==> config.mk <==
export PLATFORM = sky130hd
export DESIGN_NAME = dphy_hs_rx_sequencer
export DESIGN_NICKNAME = d
export VERILOG_FILES = /design/src/rtl/dphy_hs_rx_sequencer.sv
export SDC_FILE = /design/constraint.sdc
export NUM_CORES = 1
export LEC_CHECK = 0
export ABC_AREA = 1
export CAP_MARGIN = 20
export CORE_MARGIN = 10
export CORE_UTILIZATION = 57
export CTS_CLUSTER_DIAMETER = 80
export DETAILED_ROUTE_END_ITERATION = 10
export PLACE_DENSITY = 0.77
export SYNTH_ARGS = -nofsm -noshare
export SYNTH_HDL_FRONTEND = slang
export SYNTH_SLANG_ARGS = --single-unit
==> constraint.sdc <==
create_clock -name dphy_clk -period 2.6 [get_ports dphy_clk]
set_clock_uncertainty 0.15 [all_clocks]
set_input_delay 0.26 -clock dphy_clk [delete_from_list [all_inputs] [get_ports dphy_clk]]
set_output_delay 0.26 -clock dphy_clk [all_outputs]
set_load 0.005 [all_outputs]
==> src/rtl/dphy_hs_rx_sequencer.sv <==
// dphy_hs_rx_sequencer
// Per-link D-PHY receive sequencer. Synchronizes and filters the LP line
// pair, walks the HS-entry sequence LP-11 -> LP-01 -> LP-00 -> settle -> HS,
// gates the HS datapath for each burst and detects burst end on LP-11.
// A burst timeout forces an exit from a stuck burst and raises a sticky
// error flag; burst_count keeps a wrapping tally of completed bursts.
//
// Optional build macro: DPHY_SEQ_ESC_DETECT_EN
//   When defined, LP-10 seen in STOP enters ESCAPE (HS path kept off) until
//   LP-11 returns, and a sticky esc_seen output (cleared by err_clear) is
//   added. When undefined, LP-10 in STOP is ignored and esc_seen is absent.
module dphy_hs_rx_sequencer #(
    parameter int LP_FILTER     = 4,
    parameter int SETTLE_CYCLES = 24,
    parameter int HS_TIMEOUT    = 32768
) (
    input  logic        dphy_clk,
    input  logic        areset,
    input  logic        enable,
    input  logic        lp_p,
    input  logic        lp_n,
    input  logic        err_clear,
    output logic        hs_term_en,
    output logic        rx_active,
    output logic        aligner_reset,
    output logic        burst_start,
    output logic        burst_end,
    output logic        timeout_err,
    output logic [15:0] burst_count,
    output logic [2:0]  state
`ifdef DPHY_SEQ_ESC_DETECT_EN
    ,
    output logic        esc_seen
`endif
);

    // State encodings are part of the debug interface; keep them stable.
    localparam logic [2:0] S_DISABLED = 3'd0;
    localparam logic [2:0] S_STOP     = 3'd1;
    localparam logic [2:0] S_HS_RQST  = 3'd2;
    localparam logic [2:0] S_HS_PREP  = 3'd3;
    localparam logic [2:0] S_SETTLE   = 3'd4;
    localparam logic [2:0] S_ACTIVE   = 3'd5;
    localparam logic [2:0] S_ESCAPE   = 3'd6;

    localparam logic [1:0] LP_11 = 2'b11;
    localparam logic [1:0] LP_01 = 2'b01;
    localparam logic [1:0] LP_00 = 2'b00;
    localparam logic [1:0] LP_10 = 2'b10;

    localparam logic [3:0]  FILTER_LEN  = 4'(LP_FILTER);
    localparam logic [7:0]  SETTLE_LAST = 8'(SETTLE_CYCLES - 1);
    localparam logic [15:0] TIMEOUT_LAST = 16'(HS_TIMEOUT - 1);

    // ---------------------------------------------------------------------
    // LP input synchronizer and glitch filter
    // ---------------------------------------------------------------------
    logic [1:0] lp_raw;
    logic [1:0] sync1_reg;
    logic [1:0] sync2_reg;
    logic [1:0] lp_prev_reg;
    logic [3:0] run_reg;
    logic [3:0] run_next;
    logic [1:0] lp_f_reg;

    assign lp_raw = {lp_p, lp_n};

    // Length of the current run of identical synced samples, this one included.
    always_comb begin
        run_next = 4'd1;
        if (sync2_reg == lp_prev_reg) begin
            if (run_reg == 4'hF) begin
                run_next = 4'hF;
            end else begin
                run_next = run_reg + 4'd1;
            end
        end
    end

    // Two-flop synchronizer feeding a run-length filter; lp_f only moves to a
    // code that has been stable for LP_FILTER consecutive synced samples.
    always_ff @(posedge dphy_clk or posedge areset) begin
        if (areset) begin
            sync1_reg   <= LP_11;
            sync2_reg   <= LP_11;
            lp_prev_reg <= LP_11;
            run_reg     <= 4'd0;
            lp_f_reg    <= LP_11;
        end else begin
            sync1_reg   <= lp_raw;
            sync2_reg   <= sync1_reg;
            lp_prev_reg <= sync2_reg;
            run_reg     <= run_next;
            if ((sync2_reg != lp_f_reg) && (run_next >= FILTER_LEN)) begin
                lp_f_reg <= sync2_reg;
            end
        end
    end

    // ---------------------------------------------------------------------
    // Sequencer FSM
    // ---------------------------------------------------------------------
    logic [2:0]  state_reg;
    logic [2:0]  state_next;
    logic [7:0]  settle_reg;
    logic [7:0]  settle_next;
    logic [15:0] timeout_cnt_reg;
    logic [15:0] timeout_cnt_next;
    logic        timeout_hit;
    logic        leave_active;
    logic        enter_active;
    logic        enter_escape;

    // Next-state decode; disable overrides everything, and in ACTIVE the
    // LP-11 check sits ahead of the timeout so a real end of burst wins.
    always_comb begin
        state_next       = state_reg;
        settle_next      = settle_reg;
        timeout_cnt_next = timeout_cnt_reg;
        timeout_hit      = 1'b0;
        if (!enable) begin
            state_next = S_DISABLED;
        end else begin
            case (state_reg)
                S_DISABLED: begin
                    if (lp_f_reg == LP_11) begin
                        state_next = S_STOP;
                    end
                end
                S_STOP: begin
                    if (lp_f_reg == LP_01) begin
                        state_next = S_HS_RQST;
                    end
`ifdef DPHY_SEQ_ESC_DETECT_EN
                    else if (lp_f_reg == LP_10) begin
                        state_next = S_ESCAPE;
                    end
`endif
                end
                S_HS_RQST: begin
                    if (lp_f_reg == LP_00) begin
                        state_next = S_HS_PREP;
                    end else if (lp_f_reg != LP_01) begin
                        state_next = S_STOP;
                    end
                end
                S_HS_PREP: begin
                    state_next  = S_SETTLE;
                    settle_next = 8'd0;
                end
                S_SETTLE: begin
                    if (lp_f_reg == LP_11) begin
                        state_next = S_STOP;
                    end else if (settle_reg == SETTLE_LAST) begin
                        state_next       = S_ACTIVE;
                        timeout_cnt_next = 16'd0;
                    end else begin
                        settle_next = settle_reg + 8'd1;
                    end
                end
                S_ACTIVE: begin
                    if (lp_f_reg == LP_11) begin
                        state_next = S_STOP;
                    end else if (timeout_cnt_reg == TIMEOUT_LAST) begin
                        state_next  = S_STOP;
                        timeout_hit = 1'b1;
                    end else begin
                        timeout_cnt_next = timeout_cnt_reg + 16'd1;
                    end
                end
                S_ESCAPE: begin
`ifdef DPHY_SEQ_ESC_DETECT_EN
                    if (lp_f_reg == LP_11) begin
                        state_next = S_STOP;
                    end
`else
                    state_next = S_STOP;
`endif
                end
                default: begin
                    state_next = S_DISABLED;
                end
            endcase
        end
    end

    assign leave_active = (state_reg == S_ACTIVE) && (state_next != S_ACTIVE);
    assign enter_active = (state_reg != S_ACTIVE) && (state_next == S_ACTIVE);
    assign enter_escape = (state_reg != S_ESCAPE) && (state_next == S_ESCAPE);

    // State and phase counters.
    always_ff @(posedge dphy_clk or posedge areset) begin
        if (areset) begin
            state_reg       <= S_DISABLED;
            settle_reg      <= 8'd0;
            timeout_cnt_reg <= 16'd0;
        end else begin
            state_reg       <= state_next;
            settle_reg      <= settle_next;
            timeout_cnt_reg <= timeout_cnt_next;
        end
    end

    // ---------------------------------------------------------------------
    // Registered outputs, decoded from the next state so they line up with
    // the state register and never glitch.
    // ---------------------------------------------------------------------
    logic        hs_term_en_reg;
    logic        rx_active_reg;
    logic        burst_start_reg;
    logic        burst_end_reg;
    logic        timeout_err_reg;
    logic [15:0] burst_count_reg;

    // Datapath gating, burst pulses, statistics and the sticky timeout flag
    // (a timeout in the same cycle as err_clear leaves the flag set).
    always_ff @(posedge dphy_clk or posedge areset) begin
        if (areset) begin
            hs_term_en_reg  <= 1'b0;
            rx_active_reg   <= 1'b0;
            burst_start_reg <= 1'b0;
            burst_end_reg   <= 1'b0;
            timeout_err_reg <= 1'b0;
            burst_count_reg <= 16'd0;
        end else begin
            hs_term_en_reg  <= (state_next == S_HS_PREP) ||
                               (state_next == S_SETTLE)  ||
                               (state_next == S_ACTIVE);
            rx_active_reg   <= (state_next == S_ACTIVE);
            burst_start_reg <= enter_active;
            burst_end_reg   <= leave_active;
            if (leave_active) begin
                burst_count_reg <= burst_count_reg + 16'd1;
            end
            if (timeout_hit) begin
                timeout_err_reg <= 1'b1;
            end else if (err_clear) begin
                timeout_err_reg <= 1'b0;
            end
        end
    end

`ifdef DPHY_SEQ_ESC_DETECT_EN
    logic esc_seen_reg;

    // Sticky escape-entry flag; a new entry beats a simultaneous clear.
    always_ff @(posedge dphy_clk or posedge areset) begin
        if (areset) begin
            esc_seen_reg <= 1'b0;
        end else if (enter_escape) begin
            esc_seen_reg <= 1'b1;
        end else if (err_clear) begin
            esc_seen_reg <= 1'b0;
        end
    end

    assign esc_seen = esc_seen_reg;
`else
    logic unused_escape;
    assign unused_escape = enter_escape;
`endif

    assign hs_term_en    = hs_term_en_reg;
    assign rx_active     = rx_active_reg;
    assign aligner_reset = !rx_active_reg;
    assign burst_start   = burst_start_reg;
    assign burst_end     = burst_end_reg;
    assign timeout_err   = timeout_err_reg;
    assign burst_count   = burst_count_reg;
    assign state         = state_reg;

endmodule
==> results.toml <==
[flow_run]
maxCapViolations = 0

[yosys]
synth.cell_area_mm2 = 0.00330
ys_ff_latch = 60
ys_seq_area_share_pct = 45.9
synth_compound_area_share_pct = 4.67
synth.avg_cell_area_um2 = 7.65
ys_types = 29
yosysWarnings = 0
muxShareOfSynthArea_pct = 0
synth_fp_nets = 441
synth_fa_ha_area_share_pct = 1.52
synth_xor_area_share_pct = 6.91
syn_inst = 431
synth_top_family_by_area = "simple AND/OR/NAND/NOR gates"
synth-simple-area-share_pct = 34.9

[timing]
setup_viol = 0
tightest_slew_ns = 0.455
rsz0062_at_grt = "no"
setup_ws_ns = 0.457
max_freq_mhz = 467
slew_headroom_pct = 69.6
totalNegativeSetupSlack_ns = 0
hold_viol = 0
period_minus_slack_ns = 2.14
period_share_pct = 82.4
drv_slew = 0

[setup_path]
r2r_slack_ns = 0.46
end_kind = "flop"
critPathRequiredTime_ns = 2.68
crit_fanout = 33
worstSetupPathType = "reg -> reg"
reg2reg_from = "timeout_cnt_reg[0]"
critPathLaunchType = "flop"
reg2reg_depth = 10
r2r-end = "burst_count[2]"
cp.arrival_ns = 2.22

[drt]
drc_errors = 0
dr.first_iter.drc_count = 160
routed_wirelength_um = 6790
dr.pass1.iters = 4
wl_per_cell_um = 12.5
ant_nets = 0
via_count = 2818
via_per_inst = 5.17

[clock_network]
clockBufferDepth = 2
htree_levels = 3
hold_buffers = 0
post_cts_buffers = 0
cts_tree = "built"
cts_sinks = 60
clk_latency_ns = 0.34
root_buffer = "clkbuf_8"
path_clk_slew_ns = 0.07
cts_made_buffers = 9
cts_resized = 0

[finish]
regArea_mm2 = 0.00151
fill_cells = 440
multi_input_area_mm2 = 0.00158
diodes = 0
final_common_cell = "nand2_1"
synthToLayoutAreaGrowth_pct = 17.0
final_cell_mix = "nand2_1, nand3_1, dfrtp_1"
drive_above_1_share_pct = 9.51
final_nets = 478
fin_area_mm2 = 0.00386

[place]
dp.final_hpwl_um = 4900
place_congestion = 0.830
port_buffers = 30
post-place-ws_ns = 0.460
placement.cell_area_mm2 = 0.00366

[global_routing]
antenna_found_initial = 0
grt_pass1_vias = 2756
grt_max_degree = 34
grt-ovfl-total = 0
grtUsageTotal_pct = 16.1
grt_pass1_wl_um = 12100

[worst_hold_path]
hold_class = "in -> async"

[status]
status = "completed"

[floorplan]
io_pins = 31
dieArea_mm2 = 0.00922
fp-row-count = 27
coreArea_mm2 = 0.00557
die_y_um = 96.0
die_width_um = 96.0
start_util_pct = 59.1

[power_and_ir_drop]
p_per_area_mw_per_mm2 = 517
ir_worst_vdd_mv = 0.280
leakagePower_nw = 1.83
==> cell type report <==
cell class | count | share of cell area, %
sequential | 60 | 39.2
timing repair buffer | 35 | 8.76
clock inverter | 5 | 1.36
multi-input combinational | 324 | 41.0
inverter | 38 | 3.70
tap | 72 | 2.34
clock buffer | 11 | 3.67
==> worst max path at each step <==
stage                        from              end  slack, ns  cells past startpoint
6_report       timeout_cnt_reg[0]   burst_count[2]       0.46                     10
2_1_floorplan              areset   burst_count[0]       0.72                      1
3_3_place_gp   timeout_cnt_reg[0]   burst_count[0]       0.52                     10
5_1_grt        timeout_cnt_reg[0]   burst_count[3]       0.22                     10
3_5_place_dp   timeout_cnt_reg[0]   burst_count[2]       0.46                     10
4_1_cts        timeout_cnt_reg[0]  burst_count[10]       0.46                     10
==> worst max-delay path, stage by stage, from the launching register on <==
cell and delay [ns]:
dfrtp_1 0.41, ha_1 0.25, inv_1 0.09, nor2_4 0.14, nand2_2 0.09, o21ai_2 0.15, nand2_1 0.10, nand2_4 0.28
nand2_4 0.21, nand2_1 0.10, nand2_1 0.05
==> per-stage QoR <==
step / utilization (%) / hold WS [ns] / power, mW / instances
after floorplan: - / 0.114 / 1.13 / 431
final: 69.2 / 0.162 / 1.99 / 545
after global placement: 65.7 / 0.196 / 1.18 / 529
after CTS: 69.2 / 0.169 / 2.02 / 545
after detailed placement: 65.7 / 0.198 / 1.19 / 529
after global routing: 69.2 / 0.170 / 2.10 / 545
==> power by group <==
part           leakage, nW  switching [mW]  internal [mW]  total [mW]
Sequential           0.798          0.0320          0.983        1.02
Combinational        0.929          0.0918         0.0605       0.152
Clock               0.0991           0.363          0.464       0.827
Total                 1.83           0.487           1.51        1.99
==> kinds of logic after synthesis <==
group / count (synthesis)
buffers and inverters: 47
AOI/OAI and AO/OA: 27
and+or+nand+nor: 267
xor gates and xnor gates: 26
adders and majority gates: 4
DFF: 60
==> synth_stat cells <==
library cell    n  area share [%]
dfrtp_1        52              39
nor3_1          4            0.61
and2_1          2            0.38
o21ai_1         1            0.15
xor2_1         18             4.8
nor2_4          2            0.68
xnor2_1         8             2.1
nand2_1       146              17
inv_1          36             4.1
o31ai_1         1            0.23
ha_1            4             1.5
o21ai_0        16             2.4
nand2_2         2            0.38
nand3_1        52             7.9
o21ai_2         1            0.27
inv_2           2            0.23
nand4_1         9             1.7
a31o_2          3            0.80
nor2_2          1            0.19
a31oi_1         1            0.19
buf_4           4            0.91
buf_6           1            0.34
nor2_1         43             4.9
buf_2           4            0.61
nand2_4         2            0.68
dfstp_2         8             6.4
or2_2           3            0.57
a21oi_1         4            0.61
nand3b_1        1            0.23
==> metal layers <==
layer / vias up / part of all wire [%] / track usage (%)
met4: 0 / 0.83 / 4.67
met3: 8 / 5.7 / 5.99
met2: 55 / 46 / 25.8
met5: - / 0 / 0
li1: 1449 / - / -
met1: 1306 / 47 / 20.0
Power figures use the tool's default switching activity.
